===== src/rtl/vp_pkg.sv =====
// Shared vector-datapath definitions: writeback FSM states and word geometry
// common to the fetch and writeback units.
package vp_pkg;

  typedef enum logic [1:0] {
    IDLE,
    WRITE,
    DONE
  } wb_state_t;

  localparam int NUM_PE_DEF = 4;
  localparam int WORD_BYTES = 4;

endpackage


===== src/rtl/pe_result_writeback.sv =====
// Captures PE results on donePE and writes them to BRAM one word per granted cycle;
// first word presented 1 cycle after capture, request held (address/data stable) while bramGnt=0.
module pe_result_writeback
  import vp_pkg::*;
#(
  parameter int NUM_PE    = NUM_PE_DEF,
  parameter int DATA_W    = 32,
  parameter int ADDR_W    = 32,
  parameter int ADDR_STEP = WORD_BYTES
) (
  input  logic                     clk,
  input  logic                     rstn,
  input  logic                     donePE,
  input  logic [NUM_PE*DATA_W-1:0] resPE,
  input  logic [ADDR_W-1:0]        baseAddr,
  input  logic                     bramGnt,
  output logic                     bramEn,
  output logic [DATA_W/8-1:0]      bramWe,
  output logic [ADDR_W-1:0]        bramAddr,
  output logic [DATA_W-1:0]        bramDin,
  output logic                     busy,
  output logic                     done,
  output logic                     ovf
);

  localparam int IDX_W = (NUM_PE > 1) ? $clog2(NUM_PE) : 1;
  localparam logic [IDX_W-1:0] LAST_IDX = IDX_W'(NUM_PE - 1);

  wb_state_t          state, state_nxt;
  logic [IDX_W-1:0]   idx, idx_nxt;
  logic [ADDR_W-1:0]  base;
  logic [DATA_W-1:0]  cap [NUM_PE];
  logic               capture;
  logic               ovf_q;
  logic               wr;

  always_comb begin
    state_nxt = state;
    idx_nxt   = idx;
    capture   = 1'b0;
    case (state)
      IDLE: begin
        if (donePE) begin
          capture   = 1'b1;
          idx_nxt   = '0;
          state_nxt = WRITE;
        end
      end
      WRITE: begin
        if (bramGnt) begin
          if (idx == LAST_IDX) begin
            state_nxt = DONE;
          end else begin
            idx_nxt = idx + 1'b1;
          end
        end
      end
      DONE: begin
        state_nxt = IDLE;
      end
      default: begin
        state_nxt = IDLE;
      end
    endcase
  end

  always_ff @(posedge clk) begin
    if (!rstn) begin
      state <= IDLE;
      idx   <= '0;
      base  <= '0;
      ovf_q <= 1'b0;
    end else begin
      state <= state_nxt;
      idx   <= idx_nxt;
      if (capture) begin
        base <= baseAddr;
      end
      // A completion arriving mid-burst is dropped; only the flag records it.
      if (donePE && (state != IDLE)) begin
        ovf_q <= 1'b1;
      end
    end
  end

  for (genvar g = 0; g < NUM_PE; g++) begin : g_cap
    always_ff @(posedge clk) begin
      if (!rstn) begin
        cap[g] <= '0;
      end else if (capture) begin
        cap[g] <= resPE[g*DATA_W +: DATA_W];
      end
    end
  end

  // Outputs decode registered state only, so grant never reaches them combinationally.
  assign wr       = (state == WRITE);
  assign bramEn   = wr;
  assign bramWe   = {(DATA_W/8){wr}};
  assign bramAddr = wr ? (base + ADDR_W'(idx) * ADDR_W'(ADDR_STEP)) : '0;
  assign bramDin  = wr ? cap[idx] : '0;
  assign busy     = (state != IDLE);
  assign done     = (state == DONE);
  assign ovf      = ovf_q;

endmodule


===== config.mk =====
export PLATFORM = sky130hd
export DESIGN_NAME = pe_result_writeback
export DESIGN_NICKNAME = d
export VERILOG_FILES = /design/src/rtl/vp_pkg.sv /design/src/rtl/pe_result_writeback.sv
export SDC_FILE = /design/constraint.sdc
export NUM_CORES = 1
export LEC_CHECK = 0
export BUFFER_PORTS_ARGS = -buffer_cell sky130_fd_sc_hd__clkbuf_2
export CAP_MARGIN = 20
export CORE_MARGIN = 5
export CORE_UTILIZATION = 45
export DETAILED_ROUTE_END_ITERATION = 10
export HOLD_SLACK_MARGIN = 0.03
export PLACE_DENSITY = 0.74
export SLEW_MARGIN = 20
export SYNTH_ARGS = -nofsm -noshare
export SYNTH_HDL_FRONTEND = slang
export SYNTH_SLANG_ARGS = --single-unit

===== constraint.sdc =====
create_clock -name clk -period 4.2 [get_ports clk]
set_clock_uncertainty 0.2 [all_clocks]
set_input_delay 0 -clock clk [delete_from_list [all_inputs] [get_ports clk]]
set_output_delay 0 -clock clk [all_outputs]
set_load 0.05 [all_outputs]

# After elaboration in Yosys (flattened, before gate mapping)
# Memories as Yosys holds them, arrays and structs flattened. A register that Yosys moved wholly into a read port is not among the register bits.
# Cells that the tools add are included.
# totals
ramBits,128
elab_cells,46
output_inout_bits,72
n_memories,1
ff_bits,37
input_bits,164
# classes
n_bitwise,4
add_sub_neg,2
mux,22
eq_ne,7
reduce_logical,6
# mem_list
name,words,width,read_ports,rd_clocked_by_memory_dff,write_ports,line,text
cap,4,32,1,1,4,pe_result_writeback.sv:32,logic [DATA_W-1:0] cap [NUM_PE];
# op_table
operator,count
$mux W32,6
$add A32 B4 Y32,1
$mux W2,8
$pmux W2 S2,2
$mux W1,6
$ne A2 B2 Y1 const B,3
$eq A2 B2 Y1 const B,2
$or A1 B1 Y1,4
$reduce_and A4 Y1,1
$reduce_bool A2 Y1,2
$reduce_and A3 Y1,1
$add A2 B1 Y2 const B,1
$eq A2 B1 Y1 const B,1
$logic_not A2 Y1,1
$ne A2 B1 Y1 const B,1
$logic_and A1 B1 Y1,1

# Longest topological paths before layout
# Gate-level depths: netlist (run 1).
# logic_depth
word_depth,6
mapped_depth,7
depth_no_buf,6

# Worst setup path before layout (run 1)
# No wires, ideal clock.
# synth_path
path_type,reg-to-reg
from,reg state[0]
to,mem cap[0][0] (enable)
stages_incl_launch_ff,5
required_time_ps,3518
t_arrival_ps,3335
path_slack_ps,183
path_buffers,1
setup_time_ps,482
synth_period_minus_slack_ps,4017
path_cell_list,dfxtp_1 > nor2_1 > a21boi_0 > clkbuf_1 > inv_1
# synth_lines
element,line,text
start: declaration,pe_result_writeback.sv:29,"wb_state_t state, state_nxt;"
start signal: assignment,pe_result_writeback.sv:74,state <= state_nxt;
end: declaration,pe_result_writeback.sv:32,

# Final worst setup path (run 1)
# layout_path
from,reg idx[0]
to,out bramAddr[26]
# layout_between
elab_chain_len,2
# layout_rtl
element,line,text
start: declaration,pe_result_writeback.sv:30,"logic [IDX_W-1:0] idx, idx_nxt;"
start signal: assignment,pe_result_writeback.sv:75,idx <= idx_nxt;
$add A32 B4 Y32,pe_result_writeback.sv:100,assign bramAddr = wr ? (base + ADDR_W'(idx) * ADDR_W'(ADDR_STEP)) : '0;
$mux W32,pe_result_writeback.sv:100,
end: declaration,pe_result_writeback.sv:19,"output logic [ADDR_W-1:0] bramAddr,"
# Every way passes these cells.

==> impl_metrics.ini, run 1 <==
[critical_path]
path_max_fanout = 8
timing.critical_path.slowest_stage_cell = or4_1
arrival_ns = 2.83
timing.critical_path.cells = ha_1 > fa_1 > nand4_2 > or2_1 > or4_1 > a21oi_1 > clkbuf_2
crit_type = reg2out
critPathRequiredTime_ns = 4.00
critPathMaxStageDelay_ns = 0.49
worst_setup_path_start_kind = register
worst_setup_path_end_kind = output pin
path_buf_inv = 1
cp_top_family = simple AND/OR/NAND/NOR gates

[route]
post_drt_wl_per_cell_um = 18.1
drc = 0
via_per_inst = 5.16
drtAntennaViolNets = 0
drt_pass1_iterations = 5
route.vias.total = 6286
iteration_0_drc_markers = 290
drt-total-wl_um = 22000

[finish]
finalInstanceArea_um2 = 11400
final_layout_size_suffix_gt1_frac = 0.321
nFillCells = 1222
final_nets = 1146
syn_to_final_growth_pct = 46.3

[timing]
final.min_clock_period_ns = 3.03
rsz0062_at_grt = no
period_share = 0.721
hold_viol_final = 0
report.final.slew_viol_count = 0
setup_violations = 0
fin_tns_setup_ns = 0
fmax_mhz = 330
timing_worst_slew_pin_value_ns = 0.892
slew_headroom = 0.405

[logic_synthesis]
yosys-top-cells-count = and2_1 (166), edfxtp_1 (128), dfxtp_1 (39), mux4_2 (32)
synthesis.area_um2 = 7810
synth.most_common_cell = and2_1
post-synth-top-area-fraction = 0.492
yosysWarnings = 0
synthFlopType = edfxtp_1
async_reset_ff_frac = 0
syn-num-nets = 762
ys_types = 46
synth.largest_area_cell = edfxtp_1
sequential_fraction_of_the_synthesis_area = 0.592
synth-edff-count = 128
synth_seq_cells = 167
synthesis.instances = 594
netlist_top_cells_area = edfxtp_1 (49%), and2_1 (13%), dfxtp_1 (10%)
synth.avg_cell_area_um2 = 13.2

[pwr]
total_power_mw = 4.17
ir_worst_vdd_mv = 0.286
power_density_nw_per_um2 = 364
power_leakage_nw = 4.79

[die]
floorplan.initialDensity = 0.455
placement_rows = 48
design.core.area_um2 = 17200
total_die_area_um2 = 20100
num_io_pins = 236
die_height_um = 142
chipWidth_um = 142

[worst_hold_path]
worst_hold_path_type = in2reg

[grt]
grt_first_pass_wirelength_um = 35200
globalRoute.totalOverflow = 0
grt_pass1_vias = 6577
pin_count_of_the_biggest_net_entering_global_routing = 138
number_of_antenna_violations_at_the_first_check_in_global_routing = 2
groute.usage.overall = 0.225

[clock_network]
cts_buffers = 17
path_clk_slew_ns = 0.07
post_cts_resized = 0
cts.root.buffer_cell = clkbuf_16
cts_post_setup_buffers_inserted = 0
clock_sinks = 167
clock_latency_ns = 0.42
h-tree-depth = 4
cts_buffer_depth = 2
cts_tree = yes

[place]
place.gp.congestion = 0.891
dpl-instance-area_um2 = 9170
portBuffers = 235
hpwl_um = 13000

[outcome]
run_status = completed

[run]
cap_violations = 0
cell usage in the layout (no fill, tap or decap), types with 7 or more instances in the layout:
cell type,synthesis,layout
o31ai_1,9,9
edfxtp_1,128,128
clkbuf_16,0,17
a22o_1,29,29
nand3_1,8,8
dlygate4sd3_1,0,165
clkbuf_2,3,235
nand2_1,13,13
dfxtp_1,39,37
or4_1,9,9
nand4_1,10,10
mux4_2,32,32
and2_1,166,166
buf_4,4,8
a21oi_1,14,14
nor2_1,20,20
xnor2_1,7,7
timing repair:
item / CTS / global route
hold endpoints to repair: 167 / 0
endpoints found under the setup margin: 0 / 0
hold buffers: 165 / 0
per-stage QoR:
step,std cells,util,hold WS [ns],setup WS [ns]
6_report,1219,0.666,0.127,1.17
5_1_grt,1219,0.666,0.132,0.946
4_1_cts,1215,0.664,0.106,1.16
3_5_place_dp,1018,0.534,0.00975,1.65
3_3_place_gp,1018,0.534,-0.00572,1.71
2_1_floorplan,594,-,-0.0914,0.183
sequential cells by signal, summed over array words and instances, names as in the netlist, named ones only:
name   flops
ovf        1
state      2
base      32
idx        2
cap      128
report_power, final:
group	internal (mW)	switching, mW
logic	0.300	0.317
registers	1.92	0.0724
clock network	0.844	0.716
total	3.06	1.11
cell families (layout without fill, tap and decap cells):
| kind of cell | count (synthesis) | in the layout | share of synthesized area |
|---|---|---|---|
| adder cells (fa/ha/maj) | 4 | 4 | 0.00737 |
| AND/OR/NAND/NOR | 256 | 256 | 0.197 |
| buffers and inverters | 51 | 448 | 0.0282 |
| other | 0 | 3 | 0 |
| flip-flops | 167 | 167 | 0.592 |
| AO/OA/AOI/OAI | 70 | 70 | 0.0668 |
| multiplexers | 34 | 34 | 0.0948 |
| XOR/XNOR | 12 | 12 | 0.0135 |
layout make-up:
| class | instances | area, um2 | share of cell area |
|---|---|---|---|
| diodes | 3 | 7.51 | 0.000657 |
| clock buffers | 17 | 425 | 0.0372 |
| clock inverters | 15 | 160 | 0.0140 |
| inverters | 6 | 25.0 | 0.00219 |
| multi-input cells | 376 | 2980 | 0.260 |
| flip-flops and latches | 167 | 4630 | 0.405 |
| well taps | 225 | 282 | 0.0246 |
| repair buffers | 410 | 2930 | 0.256 |
worst reg2reg max path, stage by stage (launching register included):
cell	delay (ns)
dfxtp_1	0.35
nor2_1	0.24
a21boi_2	0.08
buf_4	0.24
inv_4	0.56
buf_4	0.44
worst paths after layout:
check	endpoint	from	cells after the start	slack (ns)
hold / removal	base[10]	baseAddr[10]	3	0.13
setup reg to reg	cap[3][31]	state[0]	5	1.74
setup / recovery	bramAddr[26]	idx[0]	7	1.17
hold reg to reg	base[0]	base[0]	1	0.27
layer usage:
layer  track usage  vias to the layer above  part of all wire
met5             0                        -                 0
met4        0.0929                        0             0.030
met3        0.0519                       41             0.073
met2         0.386                      269              0.51
met1         0.275                     3013              0.39
li1              -                     2963                 -
Note: power is estimated with default switching activity, not from simulation.
==> inputs of run 2 (changes only) <==
Clock period 4.2 ns to 2.5 ns, I/O delays scaled along.
==> run 2 against run 1 <==
Effect of this change: the flow now finishes with violations (setup timing); global-route usage is 0.33 points higher; cell count is 1.7% higher; core utilization is 3.1 points higher; combinational power is 80% higher; total power is 72% higher; count of clock-buffer cells in the layout is 1 higher; flip-flop and latch count stayed put; via count is 2.7% higher; register-to-register slack worse by 1.4 ns; non-clock buffer count is 23 higher; sequential power is 67% higher; worst setup slack worse by 1.3 ns.
==> impl_metrics.ini, run 2 (synthesis results as in run 1) <==
[outcome]
run_status = complete, but fails checks
violations_in_the_final_reports = setup timing

[finish]
finalInstanceArea_um2 = 12000
flip_flop_count_of_the_largest_register_all_copies_and_words_added = 128
final_layout_size_suffix_gt1_frac = 0.371
nFillCells = 1158
syn_to_final_growth_pct = 53.1
mostFrequentLayoutCells = clkbuf_2 (221), and2_1 (166), dlygate4sd3_1 (165)
largest_register = cap
layoutNonFillerInstCount = 1240
mostFrequentLayoutCell = clkbuf_2
final_nets = 1169
regs_by_ff_count = cap (128), base (32)

[critical_path]
cp_top_family = simple AND/OR/NAND/NOR gates
path_max_fanout = 7
timing.critical_path.slowest_stage_cell = or4_4
critPathRequiredTime_ns = 2.30
critPathMaxStageDelay_ns = 0.52
worst_setup_path_start_kind = register
timing.critical_path.cells = ha_4 > fa_2 > nand4_2 > or2_4 > or4_4 > a21oi_4 > buf_8
crit_type = reg2out
arrival_ns = 2.40
path_buf_inv = 1
worst_setup_path_end_kind = output pin
r2r_setup_slack_ns = 0.37

[worst_hold_path]
worst_hold_path_type = in2reg

[timing]
report.final.slew_viol_count = 0
period_share = 1.04
timing_worst_slew_pin_value_ns = 0.413
setup_slack_ns = -0.0980
hold_viol_final = 0
final.min_clock_period_ns = 2.60
setup_violations = 8
rsz0062_at_grt = yes
fmax_mhz = 385
fin_tns_setup_ns = -0.385
hold-worst-slack_ns = 0.142
slew_headroom = 0.724

[pwr]
p_int_mw = 5.37
switchingPower_mw = 1.81
power_frac_clock = 0.382
share_comb_of_total_power = 0.154
share_seq_of_total_power = 0.463
power_density_nw_per_um2 = 600
ir_worst_vdd_mv = 0.480
power_leakage_nw = 4.97
p_sw_frac = 0.253

[clock_network]
cts.root.buffer_cell = clkbuf_16
cts_tree = yes
clock_sinks = 167
clock_latency_ns = 0.42
h-tree-depth = 4
cts_buffers = 17
cts_buffer_depth = 2
path_clk_slew_ns = 0.06

[die]
floorplan.initialDensity = 0.455
total_die_area_um2 = 20100
num_io_pins = 236
chipWidth_um = 142
design.core.area_um2 = 17200
placement_rows = 48
die_height_um = 142

[grt]
pin_count_of_the_biggest_net_entering_global_routing = 62
globalRoute.totalOverflow = 0
groute.usage.overall = 0.229
grt_first_pass_wirelength_um = 35600
grt_pass1_vias = 6752
number_of_antenna_violations_at_the_first_check_in_global_routing = 1

[place]
place_inst = 1033
place.gp.congestion = 0.871
dpl-instance-area_um2 = 9400
portBuffers = 235
hpwl_um = 13400
post-place-ws_ns = 0.0993

[route]
iteration_0_drc_markers = 333
drt_pass1_iterations = 5
route.vias.total = 6453
drc = 0
drt-total-wl_um = 22900
via_per_inst = 5.20
post_drt_wl_per_cell_um = 18.5
drtAntennaViolNets = 0

[run]
cap_violations = 0
run 2: changes by cell type in the layout (fill, tap and decap cells not counted), moves of 5 or more:
cell,before,now
buf_8,0,5
dfxtp_2,1,11
buf_4,8,28
a21oi_1,14,7
dfxtp_1,37,26
clkbuf_2,235,221
run 2: stage by stage:
stage / util / power, mW
after floorplan: - / 3.93
after global placement: 0.547 / 4.22
after detailed placement: 0.547 / 4.24
after CTS: 0.690 / 7.19
after global routing: 0.696 / 7.46
final: 0.696 / 7.18
run 2: path summary, 6_finish.rpt:
check | from | end | depth (start not counted)
hold / removal | baseAddr[10] | base[10] | 3
hold reg to reg | base[1] | base[1] | 1
setup reg to reg | idx[0] | state[0] | 6
setup / recovery | idx[0] | bramAddr[24] | 7
run 2: worst reg2reg max path, cell delays in order, from the launching register on:
cell	delay, ns
dfxtp_2	0.34
buf_4	0.14
ha_1	0.20
nand3b_1	0.15
a21oi_1	0.34
o21a_1	0.18
dlygate4sd3_1	0.54
run 2: area by class of cell:
class,count,area (um2),area share
well taps,225,282,0.0235
clock inverters,14,186,0.0156
multi-input cells,376,3150,0.263
clock buffers,18,429,0.0359
flip-flops and latches,167,4650,0.388
repair buffers,433,3240,0.271
diodes,1,2.50,0.000209
inverters,6,26.3,0.00220
run 2: routing by layer:
layer / routed length [um] / track usage / vias up / share of wire
li1: - / - / 3001 / -
met2: 12100 / 0.408 / 296 / 0.53
met4: 506 / 0.0672 / 0 / 0.022
met5: 0 / 0 / - / 0
met3: 1680 / 0.0546 / 44 / 0.073
met1: 8660 / 0.275 / 3112 / 0.38
run 2: power by group through the flow:
stage          Sequential (mW)  Clock (mW)  Combinational, mW
6_report                  3.33        2.74               1.11
5_1_grt                   3.35        2.93               1.19
4_1_cts                   3.32        2.78               1.08
3_5_place_dp              3.37           0              0.867
3_3_place_gp              3.36           0              0.861
2_1_floorplan             3.35           0              0.579
run 2: what timing repair did:
action	4_1_cts	5_1_grt
pin swaps	5	5
endpoints found under the hold margin	167	0
buffers inserted	5	4
gates resized for setup	39	29
hold buffers	165	0
setup endpoints to repair	17	17
